$ cat src/rtl/cgra_arb_pkg.sv
// rtl/cgra_arb_pkg.sv - shared constants, types and helpers for the CGRA OBI arbiter
package cgra_arb_pkg;

  // Default configuration of the CGRA interface master port
  localparam int ARB_NUM_REQ         = 4;
  localparam int ARB_MAX_OUTSTANDING = 4;

  localparam int IDX_W = $clog2(ARB_NUM_REQ);
  localparam int CNT_W = $clog2(ARB_MAX_OUTSTANDING + 1);

  typedef logic [IDX_W-1:0] req_idx_t;

  // Increment an index modulo n (n need not be a power of two)
  function automatic int wrap_inc(input int idx, input int n);
    return (idx + 1 >= n) ? 0 : idx + 1;
  endfunction

endpackage

$ cat src/rtl/cgra_arb_id_fifo.sv
// rtl/cgra_arb_id_fifo.sv - in-flight requester ID FIFO with fall-through head
module cgra_arb_id_fifo
  import cgra_arb_pkg::*;
#(
  parameter int DEPTH = 4,
  parameter int WIDTH = 2,
  localparam int CNT_BITS = $clog2(DEPTH + 1),
  localparam int PTR_W    = (DEPTH > 1) ? $clog2(DEPTH) : 1
) (
  input  logic                clk_i,
  input  logic                rst_i,
  input  logic                push_i,
  input  logic [WIDTH-1:0]    wdata_i,
  input  logic                pop_i,
  output logic [WIDTH-1:0]    rdata_o,
  output logic                full_o,
  output logic                empty_o,
  output logic [CNT_BITS-1:0] count_o
);

  logic [WIDTH-1:0]    mem_q [DEPTH];
  logic [PTR_W-1:0]    wr_ptr_q;
  logic [PTR_W-1:0]    rd_ptr_q;
  logic [CNT_BITS-1:0] count_q;
  logic                do_push;
  logic                do_pop;

  assign full_o  = (count_q == CNT_BITS'(DEPTH));
  assign empty_o = (count_q == '0);
  assign count_o = count_q;
  assign rdata_o = mem_q[rd_ptr_q];

  // Pops on empty are ignored; a push on full is only accepted alongside a pop
  assign do_pop  = pop_i & ~empty_o;
  assign do_push = push_i & (~full_o | do_pop);

  // Storage array, written at the tail
  always_ff @(posedge clk_i) begin
    if (do_push) mem_q[wr_ptr_q] <= wdata_i;
  end

  // Pointers and occupancy; simultaneous push and pop leaves the count unchanged
  always_ff @(posedge clk_i or posedge rst_i) begin
    if (rst_i) begin
      wr_ptr_q <= '0;
      rd_ptr_q <= '0;
      count_q  <= '0;
    end else begin
      if (do_push) wr_ptr_q <= PTR_W'(wrap_inc(int'(wr_ptr_q), DEPTH));
      if (do_pop)  rd_ptr_q <= PTR_W'(wrap_inc(int'(rd_ptr_q), DEPTH));
      case ({do_push, do_pop})
        2'b10:   count_q <= count_q + 1'b1;
        2'b01:   count_q <= count_q - 1'b1;
        default: count_q <= count_q;
      endcase
    end
  end

endmodule

$ cat src/rtl/cgra_obi_arbiter.sv
// rtl/cgra_obi_arbiter.sv - round-robin OBI arbiter sharing the CGRA master port
module cgra_obi_arbiter
  import cgra_arb_pkg::*;
#(
  parameter int NUM_REQ         = ARB_NUM_REQ,
  parameter int ADDR_WIDTH      = 32,
  parameter int DATA_WIDTH      = 32,
  parameter int MAX_OUTSTANDING = ARB_MAX_OUTSTANDING,
  localparam int BE_W  = DATA_WIDTH / 8,
  localparam int OUT_W = $clog2(MAX_OUTSTANDING + 1)
) (
  input  logic                         clk_i,
  input  logic                         rst_i,
  input  logic [NUM_REQ-1:0]           req_i,
  input  logic [NUM_REQ*ADDR_WIDTH-1:0] addr_i,
  input  logic [NUM_REQ-1:0]           we_i,
  input  logic [NUM_REQ*BE_W-1:0]      be_i,
  input  logic [NUM_REQ*DATA_WIDTH-1:0] wdata_i,
  output logic [NUM_REQ-1:0]           gnt_o,
  output logic [NUM_REQ-1:0]           rvalid_o,
  output logic [DATA_WIDTH-1:0]        rdata_o,
  output logic                         m_req_o,
  output logic [ADDR_WIDTH-1:0]        m_addr_o,
  output logic                         m_we_o,
  output logic [BE_W-1:0]              m_be_o,
  output logic [DATA_WIDTH-1:0]        m_wdata_o,
  input  logic                         m_gnt_i,
  input  logic                         m_rvalid_i,
  input  logic [DATA_WIDTH-1:0]        m_rdata_i,
  output logic [OUT_W-1:0]             outstanding_o,
  output logic                         err_o
);

  localparam int SEL_W = (NUM_REQ > 1) ? $clog2(NUM_REQ) : 1;

  logic [SEL_W-1:0] rr_ptr_q;
  logic [SEL_W-1:0] lock_idx_q;
  logic             lock_q;
  logic             err_q;
  logic [SEL_W-1:0] sel;
  logic [SEL_W-1:0] head;
  logic             fifo_full;
  logic             fifo_empty;
  logic             hs;
  logic             resp_ok;

  assign m_req_o = (lock_q | (|req_i)) & ~fifo_full;
  assign hs      = m_req_o & m_gnt_i;
  assign resp_ok = m_rvalid_i & ~fifo_empty;
  assign rdata_o = m_rdata_i;
  assign err_o   = err_q;

  // Round-robin scan starting at rr_ptr_q; a stalled request stays locked to its owner
  always_comb begin
    int  j;
    logic found;
    sel   = rr_ptr_q;
    found = 1'b0;
    j     = 0;
    for (int i = 0; i < NUM_REQ; i++) begin
      j = int'(rr_ptr_q) + i;
      if (j >= NUM_REQ) j = j - NUM_REQ;
      if (!found && req_i[j]) begin
        sel   = SEL_W'(j);
        found = 1'b1;
      end
    end
    if (lock_q) sel = lock_idx_q;
  end

  // Master-side request mux; everything reads zero when no request is presented
  always_comb begin
    m_addr_o  = '0;
    m_we_o    = 1'b0;
    m_be_o    = '0;
    m_wdata_o = '0;
    if (m_req_o) begin
      m_addr_o  = addr_i[int'(sel)*ADDR_WIDTH +: ADDR_WIDTH];
      m_we_o    = we_i[sel];
      m_be_o    = be_i[int'(sel)*BE_W +: BE_W];
      m_wdata_o = wdata_i[int'(sel)*DATA_WIDTH +: DATA_WIDTH];
    end
  end

  // Grant pass-through and response routing to the oldest in-flight requester
  always_comb begin
    gnt_o    = '0;
    rvalid_o = '0;
    if (hs)      gnt_o[sel]     = 1'b1;
    if (resp_ok) rvalid_o[head] = 1'b1;
  end

  // Pointer, lock and sticky error state
  always_ff @(posedge clk_i or posedge rst_i) begin
    if (rst_i) begin
      rr_ptr_q   <= '0;
      lock_q     <= 1'b0;
      lock_idx_q <= '0;
      err_q      <= 1'b0;
    end else begin
      if (hs) begin
        rr_ptr_q <= SEL_W'(wrap_inc(int'(sel), NUM_REQ));
        lock_q   <= 1'b0;
      end else if (m_req_o) begin
        lock_q     <= 1'b1;
        lock_idx_q <= sel;
      end
      if (m_rvalid_i && fifo_empty) err_q <= 1'b1;
    end
  end

  cgra_arb_id_fifo #(
    .DEPTH (MAX_OUTSTANDING),
    .WIDTH (SEL_W)
  ) u_id_fifo (
    .clk_i   (clk_i),
    .rst_i   (rst_i),
    .push_i  (hs),
    .wdata_i (sel),
    .pop_i   (resp_ok),
    .rdata_o (head),
    .full_o  (fifo_full),
    .empty_o (fifo_empty),
    .count_o (outstanding_o)
  );

endmodule
$ cat config.mk
export PLATFORM = sky130hd
export DESIGN_NAME = cgra_obi_arbiter
export DESIGN_NICKNAME = d
export VERILOG_FILES = /design/src/rtl/cgra_arb_pkg.sv /design/src/rtl/cgra_arb_id_fifo.sv /design/src/rtl/cgra_obi_arbiter.sv
export SDC_FILE = /design/constraint.sdc
export NUM_CORES = 1
export LEC_CHECK = 0
export BUFFER_PORTS_ARGS = -buffer_cell sky130_fd_sc_hd__buf_4
export CAP_MARGIN = 30
export CORE_AREA = 2 2 166 168
export CTS_BUF_LIST = sky130_fd_sc_hd__clkbuf_2
export CTS_CLUSTER_DIAMETER = 200
export CTS_CLUSTER_SIZE = 30
export DETAILED_ROUTE_END_ITERATION = 8
export DIE_AREA = 0 0 168 170
export GPL_TIMING_DRIVEN = 1
export SLEW_MARGIN = 10
export SYNTH_ARGS = -nofsm -noshare
export SYNTH_HDL_FRONTEND = slang
export SYNTH_SLANG_ARGS = --single-unit
export TNS_END_PERCENT = 1
$ cat constraint.sdc
create_clock -name clk_i -period 2.4 [get_ports clk_i]
set_input_delay 0.12 -clock clk_i [delete_from_list [all_inputs] [get_ports clk_i]]
set_output_delay 0.12 -clock clk_i [all_outputs]
set_load 0.01 [all_outputs]
==> impl_metrics.py, run 1 <==
metrics = {
    "detailed_routing": {
        "dr.pass1.iters": 4,
        "ant_nets": 0,
        "vias_per_cell": 4.29,
        "wl_um": 19700,
        "drt_iter0_drc": 195,
        "vias": 5793,
        "drc_errors": 0,
        "wire_per_inst_um": 14.6,
    },
    "placed_design": {
        "dp_hpwl_um": 14900,
        "dpl_worst_slack_ns": 0.196,
        "portBuffers": 365,
        "gp_congestion": 0.809,
    },
    "die": {
        "die_area_sq_um": 28600,
        "core_area_sq_um": 26700,
        "rows": 60,
        "pin_count": 430,
        "start_util": 0.186,
        "die_x_um": 168,
        "die_h_um": 170,
    },
    "synth": {
        "synth_area_per_cell_sq_um": 7.35,
        "synth_nets": 997,
        "ys_top_cells_by_area": "mux2i_1 (28%), nand2_1 (21%), mux2_2 (16%)",
        "yosysWarnings": 0,
        "netlist_area_sq_um": 4950,
        "synth_cell_type_count": 36,
        "yosys.area.top_type": "mux2i_1",
        "ys_seq_area_frac": 0.114,
        "synth_cells": 673,
        "synth_top_area_frac": 0.283,
        "ys_seq_elements": 21,
    },
    "critical_path": {
        "required_ns": 2.28,
        "path_max_fanout": 13,
        "critPathKind": "flip-flop to output port",
        "worstPathArrival_ns": 2.36,
        "start_kind": "flip-flop",
        "critPathCaptureType": "output port",
    },
    "power_and_ir_drop": {
        "pwr-share-comb": 0.920,
        "p_sw_mw": 4.64,
        "internal_power_mw": 5.90,
        "power_leakage_nw": 4.85,
        "clkPwrFrac": 0.014,
        "power_mw": 10.5,
        "vdd_ir_drop_max_v": 0.000500,
        "powerDensity_nw_per_um2": 1250,
        "p_seq_frac": 0.065,
        "swShare": 0.440,
    },
    "grt": {
        "grt_pass1_vias": 5522,
        "grt_pass1_wl_um": 27700,
        "overflow": 0,
        "track_usage": 0.117,
        "antenna_found_initial": 0,
        "grt_start_max_net_pins": 128,
    },
    "worst_hold_path": {
        "hold_class": "input port to flip-flop",
    },
    "sta": {
        "hold_viol": 0,
        "rsz0062_at_grt": "true",
        "fin_ws_ns": -0.0842,
        "fin_worst_skew_ns": 0.0176,
        "drv_slew": 0,
        "setup_viol_count_final": 64,
        "worst_pin_slew_ns": 0.537,
        "period_share": 1.04,
        "max_freq_mhz": 403,
        "finalCriticalPeriod_ns": 2.48,
        "relSlewSlack": 0.642,
    },
    "layout": {
        "syn_to_final_growth_pct": 69.8,
        "drive_gt1_frac": 0.515,
        "diodes": 0,
        "num-nets-final": 1334,
        "final_util": 0.315,
    },
    "clock_network": {
        "cts_tree": "yes",
        "cts-root-buf": "clkbuf_2",
        "clkSlewWorstSetupHoldPaths_ns": 0.21,
        "cts_made_buffers": 3,
        "htreeDepth": 1,
        "insertion_delay_ns": 0.32,
        "cts.sinks": 21,
        "clock_path_buffers": 2,
    },
    "run_status": {
        "violations": "setup timing",
        "status": "complete, but fails checks",
    },
    "job": {
        "maxCapViolCount": 0,
    },
}
[cells in the mapped netlist]
library cell,count
buf_4,34
o311a_1,2
and3_1,7
o21ai_1,1
dfrtp_1,13
xnor2_1,1
a21oi_1,3
mux4_2,2
ha_1,7
nor2_1,6
nand2_1,283
buf_12,1
nand3_1,1
clkbuf_4,5
o21ai_0,1
buf_2,9
buf_8,6
nor3_1,6
inv_1,9
a21o_1,4
a21oi_2,2
nor2b_1,3
buf_6,2
fa_1,1
edfxtp_1,8
mux2_1,2
buf_1,3
xor2_1,2
mux2i_1,140
nor3b_1,4
clkbuf_1,27
nand2b_1,4
o221ai_2,1
a2bb2oi_1,1
o21a_1,1
mux2_2,71
[path summary, 6_finish.rpt]
path                                                       start                               end  slack [ns]  cells past startpoint
worst max register to register  u_id_fifo.count_o[0]$_DFFE_PP0P_  u_id_fifo.count_o[2]$_DFFE_PP0P_        0.20                     10
worst min register to register                 err_o$_DFFE_PP0P_                 err_o$_DFFE_PP0P_        0.50                      1
worst max-delay path                     rr_ptr_q[1]$_DFFE_PP0P_                     m_wdata_o[14]       -0.08                      8
worst min-delay path                                     m_gnt_i                lock_q$_DFFE_PP0P_        0.18                      3
max in group asynchronous                                  rst_i           rr_ptr_q[1]$_DFFE_PP0P_        1.65                      3
min in group asynchronous                                  rst_i                 err_o$_DFFE_PP0P_        0.38                      3
[cells in the final DEF (no fill, tap or decap), drive strengths merged]
cell type	instances
xor2	2
nand2b	4
fa	1
inv	9
nor2	6
dfrtp	13
edfxtp	8
xnor2	1
clkbuf	9
nand3	1
nor3b	4
mux4	2
and3	7
nor2b	3
mux2	73
o21a	1
nor3	6
nand2	283
ha	7
a2bb2oi	1
a21oi	5
o21ai	2
buf	412
mux2i	140
o221ai	1
o311a	2
a21o	4
dlygate4sd3	2
[registers in the layout (all words and copies together) (netlist names)]
name	flops
err_o	1
lock_idx_q	2
lock_q	1
rr_ptr_q	2
u_id_fifo.count_o	3
u_id_fifo.mem_q	8
u_id_fifo.rd_ptr_q	2
u_id_fifo.wr_ptr_q	2
[through the flow]
stage | instances | area [sq um] | TNS (ns) | hold WS (ns)
floorplan | 673 | 4950 | 0 | -0.00304
CTS | 1336 | 8090 | -1.28 | 0.173
global route | 1350 | 8400 | -10.21 | 0.157
global placement | 1326 | 7920 | 0 | 0.189
detailed placement | 1326 | 7920 | 0 | 0.201
finish | 1350 | 8400 | -2.31 | 0.177
[final cells by class]
class | instances | area [sq um]
Fill cell | 2842 | 18300
Multi-Input combinational cell | 556 | 3880
Timing Repair Buffer | 419 | 3470
Sequential cell | 21 | 569
Tap cell | 341 | 427
Inverter | 9 | 33.8
Clock buffer | 4 | 20.0
[timing repair]
item / in CTS / in global routing
resized for setup: 22 / 34
gates cloned: 1 / 6
setup buffers: 3 / 8
endpoints found under the setup margin: 69 / 70
hold buffers: 2 / 0
pin swaps: 1 / 1
endpoints found under the hold margin: 14 / 0
[critical path: stages, from the launching register on]
cell	delay [ns]
dfrtp_2	0.48
nand2b_4	0.16
a21oi_2	0.06
o311a_4	0.42
buf_12	0.17
buf_16	0.17
mux2i_1	0.15
mux2_2	0.28
buf_4	0.14
[power groups by stage]
stage | logic [mW] | registers (mW) | clock network [mW]
global placement | 8.72 | 0.684 | 0
finish | 9.70 | 0.687 | 0.151
detailed placement | 8.79 | 0.690 | 0
CTS | 9.06 | 0.680 | 0.154
floorplan | 5.66 | 0.677 | 0
global route | 10.5 | 0.711 | 0.170
[logic make-up (layout without fill, tap and decap cells)]
logic type | Yosys count | in the layout | share of synthesized area
AO/OA/AOI/OAI | 16 | 16 | 0.0250
multiplexers | 215 | 215 | 0.459
AND/OR/NAND/NOR | 314 | 314 | 0.250
XOR/XNOR | 3 | 3 | 0.00531
adder cells (fa/ha/maj) | 8 | 8 | 0.0218
flip-flops | 21 | 21 | 0.114
buffers and inverters | 96 | 432 | 0.125
[routing by layer]
layer / wire length, um / part of all wire / vias to the layer above / GRT usage
met5: 0 / 0 / - / 0
met4: 180 / 0.0091 / 0 / 0.0106
met3: 1300 / 0.066 / 18 / 0.0233
met2: 9990 / 0.51 / 260 / 0.220
met1: 8270 / 0.42 / 2625 / 0.142
li1: - / - / 2890 / -
No activity file was read; power rests on OpenSTA's default activity.
==> inputs of run 2 (changes only) <==
--- a/config.mk
+++ b/config.mk
@@ -14,6 +14,7 @@
 export DETAILED_ROUTE_END_ITERATION = 8
 export DIE_AREA = 0 0 168 170
 export GPL_TIMING_DRIVEN = 1
+export PLACE_DENSITY = 0.46
 export SLEW_MARGIN = 10
 export SYNTH_ARGS = -nofsm -noshare
 export SYNTH_HDL_FRONTEND = slang
==> impl_metrics.py, run 2 (synthesis results as in run 1) <==
metrics = {
    "die": {
        "rows": 60,
        "pin_count": 430,
        "die_h_um": 170,
        "die_x_um": 168,
        "core_area_sq_um": 26700,
        "die_area_sq_um": 28600,
        "start_util": 0.186,
    },
    "critical_path": {
        "critPathKind": "flip-flop to output port",
        "path_buf_inv": 5,
        "cp_top_family": "buffers and inverters",
        "r2r_slack_ns": 0.28,
        "crit_path_max_incr_delay_ns": 0.46,
        "cp-endpoint": "m_wdata_o[30]",
        "crit-reg2reg-capture": "u_id_fifo.count_o[2]$_DFFE_PP0P_",
        "r2r_cells": 10,
        "worstPathArrival_ns": 2.34,
        "crit_path_start": "lock_q$_DFFE_PP0P_",
        "cp.depth": 9,
        "start_kind": "flip-flop",
        "path_cells": "nor2_2 -> inv_2 -> o311a_4 -> buf_12 -> buf_8 -> buf_6 -> mux2i_1 -> mux2_4 -> buf_6",
        "critPathCaptureType": "output port",
        "crit_slowest_cell": "dfrtp_1",
        "required_ns": 2.28,
        "path_max_fanout": 8,
        "cpMostUsedCell": "buf_6",
        "reg2reg_from": "u_id_fifo.count_o[0]$_DFFE_PP0P_",
    },
    "placed_design": {
        "dpl_cell_area_sq_um": 8000,
        "dp_hpwl_um": 16000,
        "gp_congestion": 0.796,
        "dpl_worst_slack_ns": 0.0530,
        "portBuffers": 365,
    },
    "detailed_routing": {
        "drc_errors": 0,
        "ant_nets": 0,
        "dr.pass1.iters": 4,
        "wl_um": 20700,
        "drt_iter0_drc": 251,
        "wire_per_inst_um": 15.3,
        "vias_per_cell": 4.15,
        "vias": 5631,
    },
    "layout": {
        "seq_area_sq_um": 568,
        "multi_input_area_sq_um": 3990,
        "final_common_cell": "buf_4",
        "largest_register_ffs": 8,
        "top_register": "u_id_fifo.mem_q",
        "n_fill_cell": 2916,
        "num-nets-final": 1339,
        "final_util": 0.328,
        "syn_to_final_growth_pct": 76.9,
        "fin_area_sq_um": 8750,
        "drive_gt1_frac": 0.517,
        "final_cell_mix": "buf_4 (355), nand2_1 (280), mux2i_1 (135)",
    },
    "sta": {
        "fin_worst_skew_ns": 0.00492,
        "fin_ws_ns": -0.0643,
        "drv_slew": 0,
        "fin_setup_tns_ns": -1.00,
        "rsz0062_at_grt": "true",
        "hold_viol": 0,
        "finalCriticalPeriod_ns": 2.46,
        "period_share": 1.03,
        "max_freq_mhz": 406,
        "worst_pin_slew_ns": 0.536,
        "relSlewSlack": 0.642,
        "setup_viol_count_final": 31,
    },
    "grt": {
        "grt_pass1_vias": 5791,
        "overflow": 0,
        "antenna_found_initial": 1,
        "track_usage": 0.133,
        "grt_pass1_wl_um": 30700,
        "grt_start_max_net_pins": 50,
    },
    "clock_network": {
        "cts_made_buffers": 3,
        "clkSlewWorstSetupHoldPaths_ns": 0.20,
        "cts.sinks": 21,
        "cts_tree": "yes",
        "insertion_delay_ns": 0.31,
        "htreeDepth": 1,
        "clock_path_buffers": 2,
        "cts-root-buf": "clkbuf_2",
    },
    "power_and_ir_drop": {
        "vdd_ir_drop_max_v": 0.000637,
        "power_leakage_nw": 5.02,
        "powerDensity_nw_per_um2": 1320,
    },
    "job": {
        "maxCapViolCount": 0,
    },
    "worst_hold_path": {
        "holdCritStartpoint": "m_gnt_i",
        "hold_class": "input port to flip-flop",
    },
    "run_status": {
        "status": "complete, but fails checks",
        "violations": "setup timing",
    },
}
-- run 2: cell types whose count changed in the layout (fill, tap and decap cells not counted), sizes merged --
cell | before | now
diode | 0 | 1
bufbuf | 0 | 1
clkbuf | 9 | 4
buf | 412 | 421
-- run 2: metal layers --
layer | share of wire | track usage | up-vias | wire length (um)
met5 | 0 | 0 | - | 0
met4 | 0.019 | 0.0299 | 0 | 393
met3 | 0.076 | 0.0342 | 14 | 1580
met2 | 0.49 | 0.243 | 231 | 10200
met1 | 0.41 | 0.157 | 2488 | 8500
li1 | - | - | 2898 | -
-- run 2: how the worst min path moves through the flow --
stage                              end  cells past startpoint
finish              lock_q$_DFFE_PP0P_                      3
global route        lock_q$_DFFE_PP0P_                      3
CTS                 lock_q$_DFFE_PP0P_                      3
detailed placement   err_o$_DFFE_PP0P_                      2
global placement     err_o$_DFFE_PP0P_                      2
floorplan            err_o$_DFFE_PP0P_                      1
-- run 2: what timing repair did --
| item | CTS | global route |
|---|---|---|
| gates resized for setup | 58 | 49 |
| pin swaps | 3 | 1 |
| setup buffers | 13 | 0 |
| cloned | 6 | 0 |
| endpoints found under the hold margin | 14 | 0 |
| hold buffers | 2 | 0 |
| setup endpoints to repair | 69 | 71 |
-- run 2: cell type report --
type / count / share of cell area
Inverter: 9 / 0.00386
Multi-Input combinational cell: 556 / 0.456
Tap cell: 341 / 0.0488
Antenna cell: 1 / 0.000286
Clock buffer: 4 / 0.00229
Sequential cell: 21 / 0.0649
Timing Repair Buffer: 424 / 0.423
-- run 2: worst min-delay path, stage by stage --
cell and delay (ns):
buf_4 0.14, nor2b_1 0.08, a21o_1 0.15
-- run 2: power by group --
group          switching, mW  total [mW]  internal, mW
Clock                  0.107       0.151        0.0441
Combinational           4.66        10.7          6.07
Sequential             0.126       0.676         0.550
Total                   4.89        11.6          6.67
-- run 2: stage by stage --
stage	power, mW	instances	hold WS [ns]
6_report	11.6	1356	0.188
3_5_place_dp	9.71	1330	0.208
5_1_grt	12.4	1356	0.151
2_1_floorplan	6.34	673	-0.00304
3_3_place_gp	9.70	1330	0.198
4_1_cts	11.3	1355	0.167
